===== src/rtl/change_dispense_sequencer_if.sv =====
// Change dispenser bus: vending-controller command/status and coin-ejector handshake.
// slave = sequencer side, master = controller/ejector side.
interface change_dispense_sequencer_if #(
    parameter int AMT_W = 6
);
    logic             start;
    logic [AMT_W-1:0] change_amt;
    logic [4:0]       tube_empty;
    logic             coin_ack;
    logic             fault_clr;
    logic [4:0]       coin_req;
    logic             busy;
    logic             done;
    logic             short;
    logic             fault;
    logic [AMT_W-1:0] remain;

    modport slave (
        input  start, change_amt, tube_empty, coin_ack, fault_clr,
        output coin_req, busy, done, short, fault, remain
    );

    modport master (
        output start, change_amt, tube_empty, coin_ack, fault_clr,
        input  coin_req, busy, done, short, fault, remain
    );
endinterface


===== src/rtl/change_dispense_sequencer.sv =====
// Greedy largest-coin-first change dispenser; one req/ack handshake per coin.
// Ports: clk, reset (async active-low), bus (slave: start/change_amt/tube_empty/coin_ack/fault_clr in; coin_req/busy/done/short/fault/remain out).
module change_dispense_sequencer #(
    parameter int AMT_W       = 6,
    parameter int ACK_TIMEOUT = 16,
    parameter int TMR_W       = 5
) (
    input logic                       clk,
    input logic                       reset,
    change_dispense_sequencer_if.slave bus
);
    typedef enum logic [2:0] {
        IDLE, SELECT, REQ, DONE, SHORT, FAULT
    } state_t;

    state_t           state;
    logic [AMT_W-1:0] remain_q;
    logic [AMT_W-1:0] coin_val;
    logic [TMR_W-1:0] tmr;
    logic [4:0]       req_q;
    logic             busy_q;
    logic             done_q;
    logic             short_q;
    logic             fault_q;

    logic [4:0]       sel_oh;
    logic [AMT_W-1:0] sel_val;

    // Largest non-empty coin that does not overpay the remaining amount.
    always_comb begin
        sel_oh  = '0;
        sel_val = '0;
        if (!bus.tube_empty[4] && remain_q >= AMT_W'(20)) begin
            sel_oh  = 5'b10000;
            sel_val = AMT_W'(20);
        end else if (!bus.tube_empty[3] && remain_q >= AMT_W'(10)) begin
            sel_oh  = 5'b01000;
            sel_val = AMT_W'(10);
        end else if (!bus.tube_empty[2] && remain_q >= AMT_W'(5)) begin
            sel_oh  = 5'b00100;
            sel_val = AMT_W'(5);
        end else if (!bus.tube_empty[1] && remain_q >= AMT_W'(2)) begin
            sel_oh  = 5'b00010;
            sel_val = AMT_W'(2);
        end else if (!bus.tube_empty[0] && remain_q >= AMT_W'(1)) begin
            sel_oh  = 5'b00001;
            sel_val = AMT_W'(1);
        end
    end

    always_ff @(posedge clk or negedge reset) begin
        if (!reset) begin
            state    <= IDLE;
            remain_q <= '0;
            coin_val <= '0;
            tmr      <= '0;
            req_q    <= '0;
            busy_q   <= 1'b0;
            done_q   <= 1'b0;
            short_q  <= 1'b0;
            fault_q  <= 1'b0;
        end else begin
            done_q  <= 1'b0;
            short_q <= 1'b0;
            case (state)
                IDLE: begin
                    if (bus.start) begin
                        remain_q <= bus.change_amt;
                        busy_q   <= 1'b1;
                        state    <= SELECT;
                    end
                end
                SELECT: begin
                    if (remain_q == '0) begin
                        done_q <= 1'b1;
                        state  <= DONE;
                    end else if (sel_oh != '0) begin
                        req_q    <= sel_oh;
                        coin_val <= sel_val;
                        tmr      <= '0;
                        state    <= REQ;
                    end else begin
                        short_q <= 1'b1;
                        state   <= SHORT;
                    end
                end
                REQ: begin
                    // Ack has priority over a coincident timeout.
                    if (bus.coin_ack) begin
                        remain_q <= remain_q - coin_val;
                        req_q    <= '0;
                        state    <= SELECT;
                    end else if (tmr == TMR_W'(ACK_TIMEOUT - 1)) begin
                        req_q   <= '0;
                        fault_q <= 1'b1;
                        state   <= FAULT;
                    end else begin
                        tmr <= tmr + 1'b1;
                    end
                end
                DONE, SHORT: begin
                    busy_q <= 1'b0;
                    state  <= IDLE;
                end
                FAULT: begin
                    if (bus.fault_clr) begin
                        fault_q <= 1'b0;
                        busy_q  <= 1'b0;
                        state   <= IDLE;
                    end
                end
                default: state <= IDLE;
            endcase
        end
    end

    assign bus.coin_req = req_q;
    assign bus.busy     = busy_q;
    assign bus.done     = done_q;
    assign bus.short    = short_q;
    assign bus.fault    = fault_q;
    assign bus.remain   = remain_q;
endmodule


===== src/flat_wrapper.sv =====
// flat-port wrapper written by rule: the top's interface ports become plain ports
module change_dispense_sequencer_flat 
#(
    parameter int AMT_W       = 6,
    parameter int ACK_TIMEOUT = 16,
    parameter int TMR_W       = 5
)
  (clk, reset, bus_start, bus_change_amt, bus_tube_empty, bus_coin_ack, bus_fault_clr, bus_coin_req, bus_busy, bus_done, bus_short, bus_fault, bus_remain);
  change_dispense_sequencer_if #(.AMT_W(AMT_W)) bus_i ();
  input logic clk;
  input logic reset;
  input wire logic [$bits(bus_i.start)-1:0] bus_start;
  input wire logic [$bits(bus_i.change_amt)-1:0] bus_change_amt;
  input wire logic [$bits(bus_i.tube_empty)-1:0] bus_tube_empty;
  input wire logic [$bits(bus_i.coin_ack)-1:0] bus_coin_ack;
  input wire logic [$bits(bus_i.fault_clr)-1:0] bus_fault_clr;
  output wire logic [$bits(bus_i.coin_req)-1:0] bus_coin_req;
  output wire logic [$bits(bus_i.busy)-1:0] bus_busy;
  output wire logic [$bits(bus_i.done)-1:0] bus_done;
  output wire logic [$bits(bus_i.short)-1:0] bus_short;
  output wire logic [$bits(bus_i.fault)-1:0] bus_fault;
  output wire logic [$bits(bus_i.remain)-1:0] bus_remain;
  assign bus_i.start = bus_start;
  assign bus_i.change_amt = bus_change_amt;
  assign bus_i.tube_empty = bus_tube_empty;
  assign bus_i.coin_ack = bus_coin_ack;
  assign bus_i.fault_clr = bus_fault_clr;
  assign bus_coin_req = bus_i.coin_req;
  assign bus_busy = bus_i.busy;
  assign bus_done = bus_i.done;
  assign bus_short = bus_i.short;
  assign bus_fault = bus_i.fault;
  assign bus_remain = bus_i.remain;
  change_dispense_sequencer #(.AMT_W(AMT_W), .ACK_TIMEOUT(ACK_TIMEOUT), .TMR_W(TMR_W)) u_core (.clk(clk), .reset(reset), .bus(bus_i));
endmodule

===== config.mk =====
export PLATFORM = sky130hd
export DESIGN_NAME = change_dispense_sequencer_flat
export DESIGN_NICKNAME = d
export VERILOG_FILES = /design/src/rtl/change_dispense_sequencer_if.sv /design/src/rtl/change_dispense_sequencer.sv /design/src/flat_wrapper.sv
export SDC_FILE = /design/constraint.sdc
export NUM_CORES = 1
export LEC_CHECK = 0
export CORE_ASPECT_RATIO = 0.5
export CORE_MARGIN = 2
export CORE_UTILIZATION = 59
export DETAILED_ROUTE_END_ITERATION = 8
export DONT_BUFFER_PORTS = 1
export PLACE_DENSITY = 0.75
export SYNTH_ARGS = -nofsm -noshare
export SYNTH_HDL_FRONTEND = slang
export SYNTH_SLANG_ARGS = --single-unit

===== constraint.sdc =====
create_clock -name clk -period 2.13 [get_ports clk]
set_input_delay 0.426 -clock clk [delete_from_list [all_inputs] [get_ports clk]]
set_output_delay 0.426 -clock clk [all_outputs]
set_load 0.02 [all_outputs]

==> impl_metrics.csv, run 1 <==
group,metric,value,unit
status,outcome,"completed",
final_layout,multiInputGateArea,900,um^2
clock_tree,clk_latency,280,ps
logic_synthesis,synth_seq_cells,28,
final_layout,layout_common_cells,"28 x dfrtp_1, 20 x nand2_1, 18 x nor2_1",
final_layout,n_antenna_cell,0,
worst_setup_path,cp_data_arrival_time,2200,ps
drt,drcViolationCount,0,
grt,grt_pass1_wl,6.62,mm
logic_synthesis,synthArstFlopShare,100,%
drt,dr.pass1.iters,4,
drt,viasPerCell,5.97,
worst_setup_path,reg2reg_depth,5,
worst_setup_path,endpoint_kind,"register",
logic_synthesis,synth_area,1680,um^2
timing,tightest_slew,533,ps
worst_setup_path,worstPathMaxFanout,12,
power_and_ir_drop,power_leakage,0.850,nW
timing,setup_viol,0,
drt,wire_per_inst,16.4,um
drt,drtAntennaViolNets,0,
worst_setup_path,crit_end,"u_core.coin_val[2]$_DFFE_PN0P_",
grt,gr-total-overflow,0,
timing,max_freq,490,MHz
logic_synthesis,syn-num-nets,210,
logic_synthesis,ys_types,45,
placed_design,dp_hpwl,2.87,mm
logic_synthesis,avgSynthCellArea,9.01,um^2
final_layout,layout-drive-gt1-share,13.5,%
timing,setup_tns,0,ps
worst_setup_path,crit_start,"u_core.bus.remain[2]$_DFFE_PN0P_",
drt,vias,1416,
timing,whs,241,ps
worst_setup_path,worstSetupPathType,"register to register",
clock_tree,cts_tree,"done",
logic_synthesis,synth_top_family_by_area,"simple AND/OR/NAND/NOR gates",
timing,slew_violations,0,
logic_synthesis,synth-xor-area-share,0.522,%
worst_hold_path,hp-start,"bus_fault_clr",
logic_synthesis,synth_ff_type,"dfrtp_1",
placed_design,gp_congestion,0.816,
drt,routed_wl,3.88,mm
power_and_ir_drop,p_int,1.58,mW
die,ios,31,
final_layout,fillers,197,
clock_tree,htreeDepth,1,
power_and_ir_drop,p_switching,1.25,mW
drt,first_iter_violations,80,
grt,grt_max_degree,29,
timing,max-slew-margin-rel,64.2,%
logic_synthesis,ys_seq_area_share,41.8,%
timing,hold_violations,0,
logic_synthesis,synthAdderAreaFrac,6.42,%
placed_design,portBuffers,0,
power_and_ir_drop,pwr-share-clk,14.8,%
clock_tree,cts-resized-gates,0,
timing,rsz0062_at_grt,"no",
logic_synthesis,yosysWarnings,0,
final_layout,fin_nets,225,
clock_tree,cts_buffers,3,
grt,grt_pass1_vias,1325,
clock_tree,clockBufferDepth,2,
die,core_area,2650,um^2
final_layout,seqCellArea,701,um^2
flow_run,drv_cap,0,
worst_setup_path,r2r_start,"u_core.bus.remain[2]$_DFFE_PN0P_",
worst_hold_path,hold_path_class,"input port to register",
power_and_ir_drop,seqPwrFrac,33.6,%
logic_synthesis,synthCells,186,
power_and_ir_drop,irDropWorstVdd,0.00115,V
worst_setup_path,worst_setup_path_start_kind,"register",
die,dieArea,3310,um^2
grt,globalRouteTotalUtil,26.2,%
clock_tree,path_clk_slew,100,ps
die,die_y,41.7,um
die,start_util,63.2,%
timing,layout_min_cycle_time,2040,ps
logic_synthesis,synth_compound_area_share,20.7,%
worst_setup_path,r2r-end,"u_core.coin_val[2]$_DFFE_PN0P_",
logic_synthesis,muxShareOfSynthArea,3.66,%
final_layout,area_growth,13.2,%
power_and_ir_drop,p_sw_share,44.2,%
worst_setup_path,required,2290,ps
die,die_w,79.4,um
die,rows,13,
logic_synthesis,synth_edf_count,0,
worst_setup_path,reg2reg_slack,90,ps
power_and_ir_drop,p_comb_share,51.6,%
timing,final.setup_skew,6.29,ps
power_and_ir_drop,pwr_density_cell,1490,nW/um^2
logic_synthesis,yosys.area_share.simple,22.3,%
timing,fin_crit_sh,95.8,%
grt,antenna_found_initial,0,
clock_tree,cts-root-buf,"clkbuf_8",
clock_tree,cts_sinks,28,
final_layout,layout_commonest_cell,"dfrtp_1",
-- flip-flops by register name, summed over array words and instances, names as in the netlist --
register and count:
u_core.bus.remain 6, u_core.bus.coin_req 5, u_core.coin_val 5, u_core.tmr 5, u_core.state 3, u_core.bus.busy 1
u_core.bus.done 1, u_core.bus.fault 1, u_core.bus.short 1
-- synth_stat cells (2+ instances only) --
library cell   n  area [um^2]
nand4_1        3         18.8
a21oi_1       10         50.1
and3_1         2         12.5
dfrtp_1       28          701
o21ai_1        5         25.0
nand2b_1       3         18.8
a22oi_1        2         15.0
nor3_4         2         32.5
ha_1           7         87.6
nor2b_1        4         25.0
nand2_1       20         75.1
mux2i_1        5         50.1
a21o_1         2         15.0
nor3_1         9         45.0
o22ai_1        3         18.8
a31oi_1        2         12.5
inv_1         10         37.5
o21ai_0       16         80.1
clkbuf_1       4         15.0
o21a_1         4         30.0
nor2_1        18         67.6
nand3_1        2         10.0
or3_1          3         18.8
-- worst min path at each step --
stage | to | slack [ps] | cells past startpoint
detailed placement | u_core.bus.done$_DFF_PN0_ | 130 | 0
CTS | u_core.bus.fault$_DFFE_PN0P_ | 230 | 1
finish | u_core.bus.fault$_DFFE_PN0P_ | 240 | 1
global route | u_core.bus.fault$_DFFE_PN0P_ | 240 | 1
floorplan | u_core.bus.busy$_DFFE_PN0P_ | 130 | 0
global placement | u_core.bus.busy$_DFFE_PN0P_ | 130 | 0
-- area by class of cell --
type / count / share of cell area [%]
tap: 37 / 2.44
timing repair buffer: 17 / 7.51
sequential: 28 / 36.9
clock inverter: 1 / 1.58
inverter: 10 / 1.98
clock buffer: 3 / 2.18
multi-input combinational: 141 / 47.4
-- power groups by stage --
stage	combinational, mW	clock, mW	sequential [mW]
after global routing	1.65	0.448	0.979
after global placement	1.40	0	0.938
after floorplan	0.983	0	0.997
final	1.46	0.419	0.949
after CTS	1.46	0.428	0.948
after detailed placement	1.42	0	0.956
-- metrics by stage --
step	std cells	cell area [um^2]	utilization (%)	setup WS, ps	total power [mW]
6_report	237	1900	71.6	89.9	2.83
5_1_grt	237	1900	71.6	31.8	3.08
4_1_cts	237	1900	71.6	127	2.83
3_5_place_dp	231	1800	67.8	175	2.38
3_3_place_gp	231	1800	67.8	237	2.34
2_1_floorplan	186	1680	-	120	1.98
-- metal layers --
| layer | share of wire (%) | wire length [um] | global-route usage, % | vias up |
|---|---|---|---|---|
| met4 | 0.80 | 31 | 4.48 | 0 |
| met1 | 45 | 1750 | 39.3 | 651 |
| met2 | 45 | 1760 | 38.8 | 61 |
| met3 | 8.7 | 339 | 7.17 | 6 |
| li1 | - | - | - | 698 |
| met5 | 0 | 0 | 0 | - |
-- cell families after synthesis --
logic type	count (synthesis)
buffers and inverters	17
flip-flops	28
multiplexers	6
XOR/XNOR	1
AND/OR/NAND/NOR	72
adder cells (fa/ha/maj)	8
AO/OA/AOI/OAI	54
-- repair_timing --
item                                   4_1_cts  5_1_grt
hold buffers                                 2        0
buffers inserted                             0        0
endpoints found under the hold margin       28        0
-- worst max-delay path: stages, from the launching register on --
cell and delay [ps]:
dfrtp_1 490, nor3_1 390, nor3_2 110, a2111oi_4 480, nor2_4 150, mux2_2 300
(Power assumes the default switching activity.)
==> inputs of run 2 (changes only) <==
Settings changed: ABC_CLOCK_PERIOD_IN_PS from default to 2000, CELL_PAD_IN_SITES_DETAIL_PLACEMENT from default to 2, CELL_PAD_IN_SITES_GLOBAL_PLACEMENT from default to 2, CORE_UTILIZATION 59 to 38, PLACE_DENSITY 0.75 to 0.78.
Clock period 2.13 ns to 2 ns, I/O delays scaled along.
==> impl_metrics.csv, run 2 (same netlist as run 1, synthesis figures left out) <==
group,metric,value,unit
placed_design,dp_hpwl,3.94,mm
grt,gr-total-overflow,0,
drt,wire_per_inst,20.0,um
die,start_util,38.8,%
drt,viasPerCell,5.67,
timing,setup_tns,0,ps
timing,fin_crit_sh,97.3,%
worst_setup_path,worst_setup_path_start_kind,"register",
status,outcome,"completed",
die,die_y,51.0,um
final_layout,n_antenna_cell,0,
timing,rsz0062_at_grt,"yes",
die,ios,31,
grt,grt_pass1_vias,1644,
power_and_ir_drop,pwr_density_cell,1650,nW/um^2
worst_hold_path,hold_path_class,"input port to register",
grt,antenna_found_initial,0,
clock_tree,cts_sinks,28,
timing,setup_viol,0,
drt,vias,1473,
power_and_ir_drop,total_power,3.25,mW
final_layout,fillers,483,
clock_tree,cts_buffers,3,
worst_setup_path,required,2200,ps
final_layout,area_growth,17.7,%
grt,globalRouteTotalUtil,22.7,%
clock_tree,clk_latency,280,ps
power_and_ir_drop,pwr-share-clk,14.3,%
timing,slew_violations,0,
final_layout,fin_nets,228,
power_and_ir_drop,p_comb_share,54.2,%
power_and_ir_drop,irDropWorstVdd,0.000665,V
final_layout,seqCellArea,703,um^2
worst_setup_path,endpoint_kind,"register",
power_and_ir_drop,seqPwrFrac,31.5,%
final_layout,layout_common_cells,"26 x dfrtp_1, 20 x nand2_1, 18 x nor2_1, 18 x buf_4, 15 x o21ai_0",
grt,grt_max_degree,29,
timing,max-slew-margin-rel,68.0,%
final_layout,layout-drive-gt1-share,18.7,%
die,dieArea,4990,um^2
clock_tree,htreeDepth,1,
placed_design,portBuffers,0,
die,rows,17,
worst_setup_path,cp_data_arrival_time,2140,ps
clock_tree,path_clk_slew,100,ps
power_and_ir_drop,p_int,1.75,mW
timing,layout_min_cycle_time,1950,ps
clock_tree,clockBufferDepth,2,
grt,grt_pass1_wl,8.60,mm
flow_run,drv_cap,0,
worst_setup_path,worstPathMaxFanout,5,
power_and_ir_drop,p_switching,1.50,mW
final_layout,multiInputGateArea,925,um^2
drt,drtAntennaViolNets,0,
timing,final.setup_skew,3.36,ps
worst_setup_path,worstSetupPathType,"register to register",
timing,hold_violations,0,
power_and_ir_drop,power_leakage,0.867,nW
final_layout,largest_register_ff_count,6,
placed_design,gp_congestion,0.773,
drt,dr.pass1.iters,4,
die,die_w,97.9,um
clock_tree,cts-root-buf,"clkbuf_8",
drt,routed_wl,5.19,mm
die,core_area,4320,um^2
drt,first_iter_violations,19,
clock_tree,cts_tree,"done",
final_layout,layout_commonest_cell,"dfrtp_1",
power_and_ir_drop,p_sw_share,46.2,%
timing,tightest_slew,480,ps
drt,drcViolationCount,0,
timing,max_freq,514,MHz
[run 2: layout make-up]
cell class | count | area share, %
Tap cell | 57 | 3.61
Timing Repair Buffer | 20 | 8.37
Clock buffer | 3 | 2.09
Sequential cell | 28 | 35.6
Inverter | 10 | 1.90
Clock inverter | 1 | 1.52
Multi-Input combinational cell | 141 | 46.9
[run 2: per-stage QoR]
| stage | util (%) | instance area [um^2] | setup WS, ps | std cells | hold slack [ps] |
|---|---|---|---|---|---|
| 2_1_floorplan | - | 1680 | 62.6 | 186 | 104 |
| 3_3_place_gp | 42.6 | 1840 | 116 | 253 | 105 |
| 3_5_place_dp | 42.6 | 1840 | -3.19 | 253 | 105 |
| 4_1_cts | 44.9 | 1940 | 36.7 | 259 | 193 |
| 5_1_grt | 45.7 | 1970 | -13.3 | 260 | 201 |
| 6_report | 45.7 | 1970 | 54.8 | 260 | 205 |
[run 2: final timing paths]
check / start / to / slack (ps) / cells after the start
setup / recovery: u_core.bus.remain[5]$_DFFE_PN0P_ / u_core.coin_val[1]$_DFFE_PN0P_ / 50 / 6
hold / removal: bus_fault_clr / u_core.bus.fault$_DFFE_PN0P_ / 200 / 1
setup reg to reg: u_core.bus.remain[5]$_DFFE_PN0P_ / u_core.coin_val[1]$_DFFE_PN0P_ / 50 / 6
hold reg to reg: u_core.tmr[2]$_DFFE_PN0P_ / u_core.tmr[2]$_DFFE_PN0P_ / 510 / 1
max in group asynchronous: reset / u_core.bus.remain[0]$_DFFE_PN0P_ / 1260 / 2
min in group asynchronous: reset / u_core.bus.remain[3]$_DFFE_PN0P_ / 570 / 2
[run 2: power by group through the flow]
stage | Sequential [mW] | Combinational, mW | Clock, mW
final | 1.02 | 1.76 | 0.463
after global routing | 1.05 | 1.98 | 0.499
after CTS | 1.01 | 1.72 | 0.481
after detailed placement | 1.02 | 1.68 | 0
after global placement | 1.00 | 1.58 | 0
after floorplan | 1.06 | 1.05 | 0
[run 2: repair_timing]
action | in CTS | in global routing
resized for setup | 1 | 8
pin swaps | 0 | 1
hold buffers | 2 | 0
gates cloned | 0 | 0
endpoints found under the hold margin | 28 | 0
buffers inserted | 0 | 1
endpoints found under the setup margin | 1 | 13
[run 2: metal layers]
metal | share of wire [%] | GRT usage, % | vias up | routed length, um
met5 | 0 | 0 | - | 0
met3 | 5.0 | 6.57 | 8 | 259
met2 | 49 | 39.8 | 27 | 2560
met4 | 1.1 | 6.71 | 0 | 59
met1 | 45 | 27.5 | 743 | 2310
li1 | - | - | 695 | -
[run 2: critical path, cell delays in order (launching register included)]
cell	delay [ps]
dfrtp_1	470
nor3_4	320
o31ai_2	170
a2111oi_4	470
nor2_4	60
buf_4	170
mux2i_1	200
==> inputs of run 3 (changes only) <==
Settings changed: CORE_ASPECT_RATIO 0.5 to 1.5, CORE_MARGIN 2 to 1, GPL_TIMING_DRIVEN from default to 0.
==> impl_metrics.csv, run 3 (same netlist as run 1, synthesis figures left out) <==
group,metric,value,unit
final_layout,fillers,474,
final_layout,n_antenna_cell,0,
timing,rsz0062_at_grt,"yes",
drt,drcViolationCount,0,
status,outcome,"completed",
final_layout,layout_common_cells,"23 x dfrtp_1, 20 x nand2_1, 17 x nor2_1",
worst_setup_path,worst_setup_path_start_kind,"register",
grt,antenna_found_initial,0,
final_layout,layout-drive-gt1-share,18.7,%
drt,first_iter_violations,26,
drt,routed_wl,5.05,mm
worst_setup_path,cp_data_arrival_time,2140,ps
die,ios,31,
drt,wire_per_inst,20.7,um
grt,gr-total-overflow,0,
timing,hold_violations,0,
timing,max_freq,507,MHz
die,die_w,56.2,um
grt,grt_max_degree,29,
final_layout,area_growth,15.1,%
placed_design,dp_hpwl,3.67,mm
clock_tree,cts_tree,"done",
clock_tree,cts-root-buf,"clkbuf_8",
worst_hold_path,hold_path_class,"input port to register",
clock_tree,clockBufferDepth,2,
power_and_ir_drop,power_leakage,0.825,nW
clock_tree,htreeDepth,1,
die,die_y,83.4,um
flow_run,drv_cap,0,
timing,layout_min_cycle_time,1970,ps
die,start_util,39.5,%
drt,drtAntennaViolNets,0,
worst_setup_path,worstSetupPathType,"register to register",
final_layout,fin_area,1930,um^2
worst_setup_path,endpoint_kind,"register",
drt,vias,1461,
timing,slew_violations,0,
grt,grt_pass1_vias,1620,
power_and_ir_drop,pwr_density_cell,1590,nW/um^2
clock_tree,cts_sinks,28,
worst_setup_path,crit_path_cell_trace,"dlymetal6s2s_1, nor2b_1, o31ai_2, a2111oi_4, nor2_4, mux2_2",
clock_tree,path_clk_slew,100,ps
timing,setup_viol,0,
final_layout,layout_commonest_cell,"dfrtp_1",
worst_setup_path,slowest_stage,"dfrtp_2",
clock_tree,clk_latency,280,ps
timing,final.setup_skew,3.21,ps
die,rows,29,
die,core_area,4250,um^2
final_layout,fin_nets,223,
drt,dr.pass1.iters,3,
grt,globalRouteTotalUtil,22.8,%
timing,max-slew-margin-rel,57.5,%
clock_tree,cts_buffers,3,
placed_design,dpl-instance-area,1740,um^2
worst_setup_path,worstPathMaxFanout,7,
die,dieArea,4690,um^2
worst_setup_path,critPathMaxStageDelay,520,ps
worst_setup_path,required,2170,ps
timing,fin_crit_sh,98.6,%
placed_design,gp_congestion,0.792,
timing,setup_tns,0,ps
power_and_ir_drop,irDropWorstVdd,0.000788,V
grt,grt_pass1_wl,8.27,mm
final_layout,instances_no_fill,244,
placed_design,place_inst,232,
timing,tightest_slew,633,ps
final_layout,largest_register_ff_count,6,
drt,viasPerCell,5.99,
placed_design,portBuffers,0,
## run 3: cell count changes in the layout (fill, tap and decap cells not counted), sizes merged
cell	previous run	this run
buf	19	10
bufinv	1	0
clkbuf	3	7
dlymetal6s2s	0	1
## run 3: final cells by class
type	instances	area, um^2	area share, %
multi-input combinational	141	952	49.4
sequential	28	707	36.6
timing repair buffer	8	80.1	4.15
tap	46	57.6	2.98
clock buffer	4	55.1	2.85
buffer	7	40.0	2.08
inverter	10	37.5	1.95
## run 3: power by group
part	internal (mW)	switching (mW)	leakage [nW]
clock	0.177	0.189	0.0288
combinational	0.658	0.888	0.442
sequential	0.765	0.398	0.354
## run 3: worst max-delay path, delay by kind of cell, from the launching register on
kind / cells / cell delay, ps
AO/OA/AOI/OAI: 2 / 530
flip-flops: 1 / 520
multiplexers: 1 / 350
AND/OR/NAND/NOR: 2 / 240
buffers and inverters: 1 / 220
## run 3: repair_timing
action                                 in CTS  in global routing
buffers inserted                            3                  3
pin swaps                                   1                  4
setup endpoints to repair                  15                 18
resized for setup                          12                 10
hold buffers                                2                  0
endpoints found under the hold margin      28                  0
## run 3: metal layers
layer,vias up,track usage [%],share of wire [%]
met5,-,0,0
met1,742,23.9,38
li1,690,-,-
met4,0,6.21,1.1
met3,4,4.05,3.8
met2,25,44.7,57
## run 3: per-stage QoR
stage          total power, mW  hold WS, ps  setup slack, ps  util [%]
3_3_place_gp              2.41          105             -117      40.9
4_1_cts                   3.00          213            -13.5      44.2
6_report                  3.07          211             28.9      45.4
3_5_place_dp              2.53          105             -181      40.9
5_1_grt                   3.31          220             -103      45.4
2_1_floorplan             2.11          104             62.6         -
## run 3: worst paths after layout
path / startpoint / end / slack (ps) / cells after the start
max: u_core.bus.remain[2]$_DFFE_PN0P_ / u_core.coin_val[2]$_DFFE_PN0P_ / 30 / 6
min: bus_fault_clr / u_core.bus.fault$_DFFE_PN0P_ / 210 / 1
max reg2reg: u_core.bus.remain[2]$_DFFE_PN0P_ / u_core.coin_val[2]$_DFFE_PN0P_ / 30 / 6
min reg2reg: u_core.tmr[2]$_DFFE_PN0P_ / u_core.tmr[2]$_DFFE_PN0P_ / 510 / 1
max in group asynchronous: reset / u_core.bus.remain[0]$_DFFE_PN0P_ / 1260 / 2
min in group asynchronous: reset / u_core.bus.fault$_DFFE_PN0P_ / 550 / 2
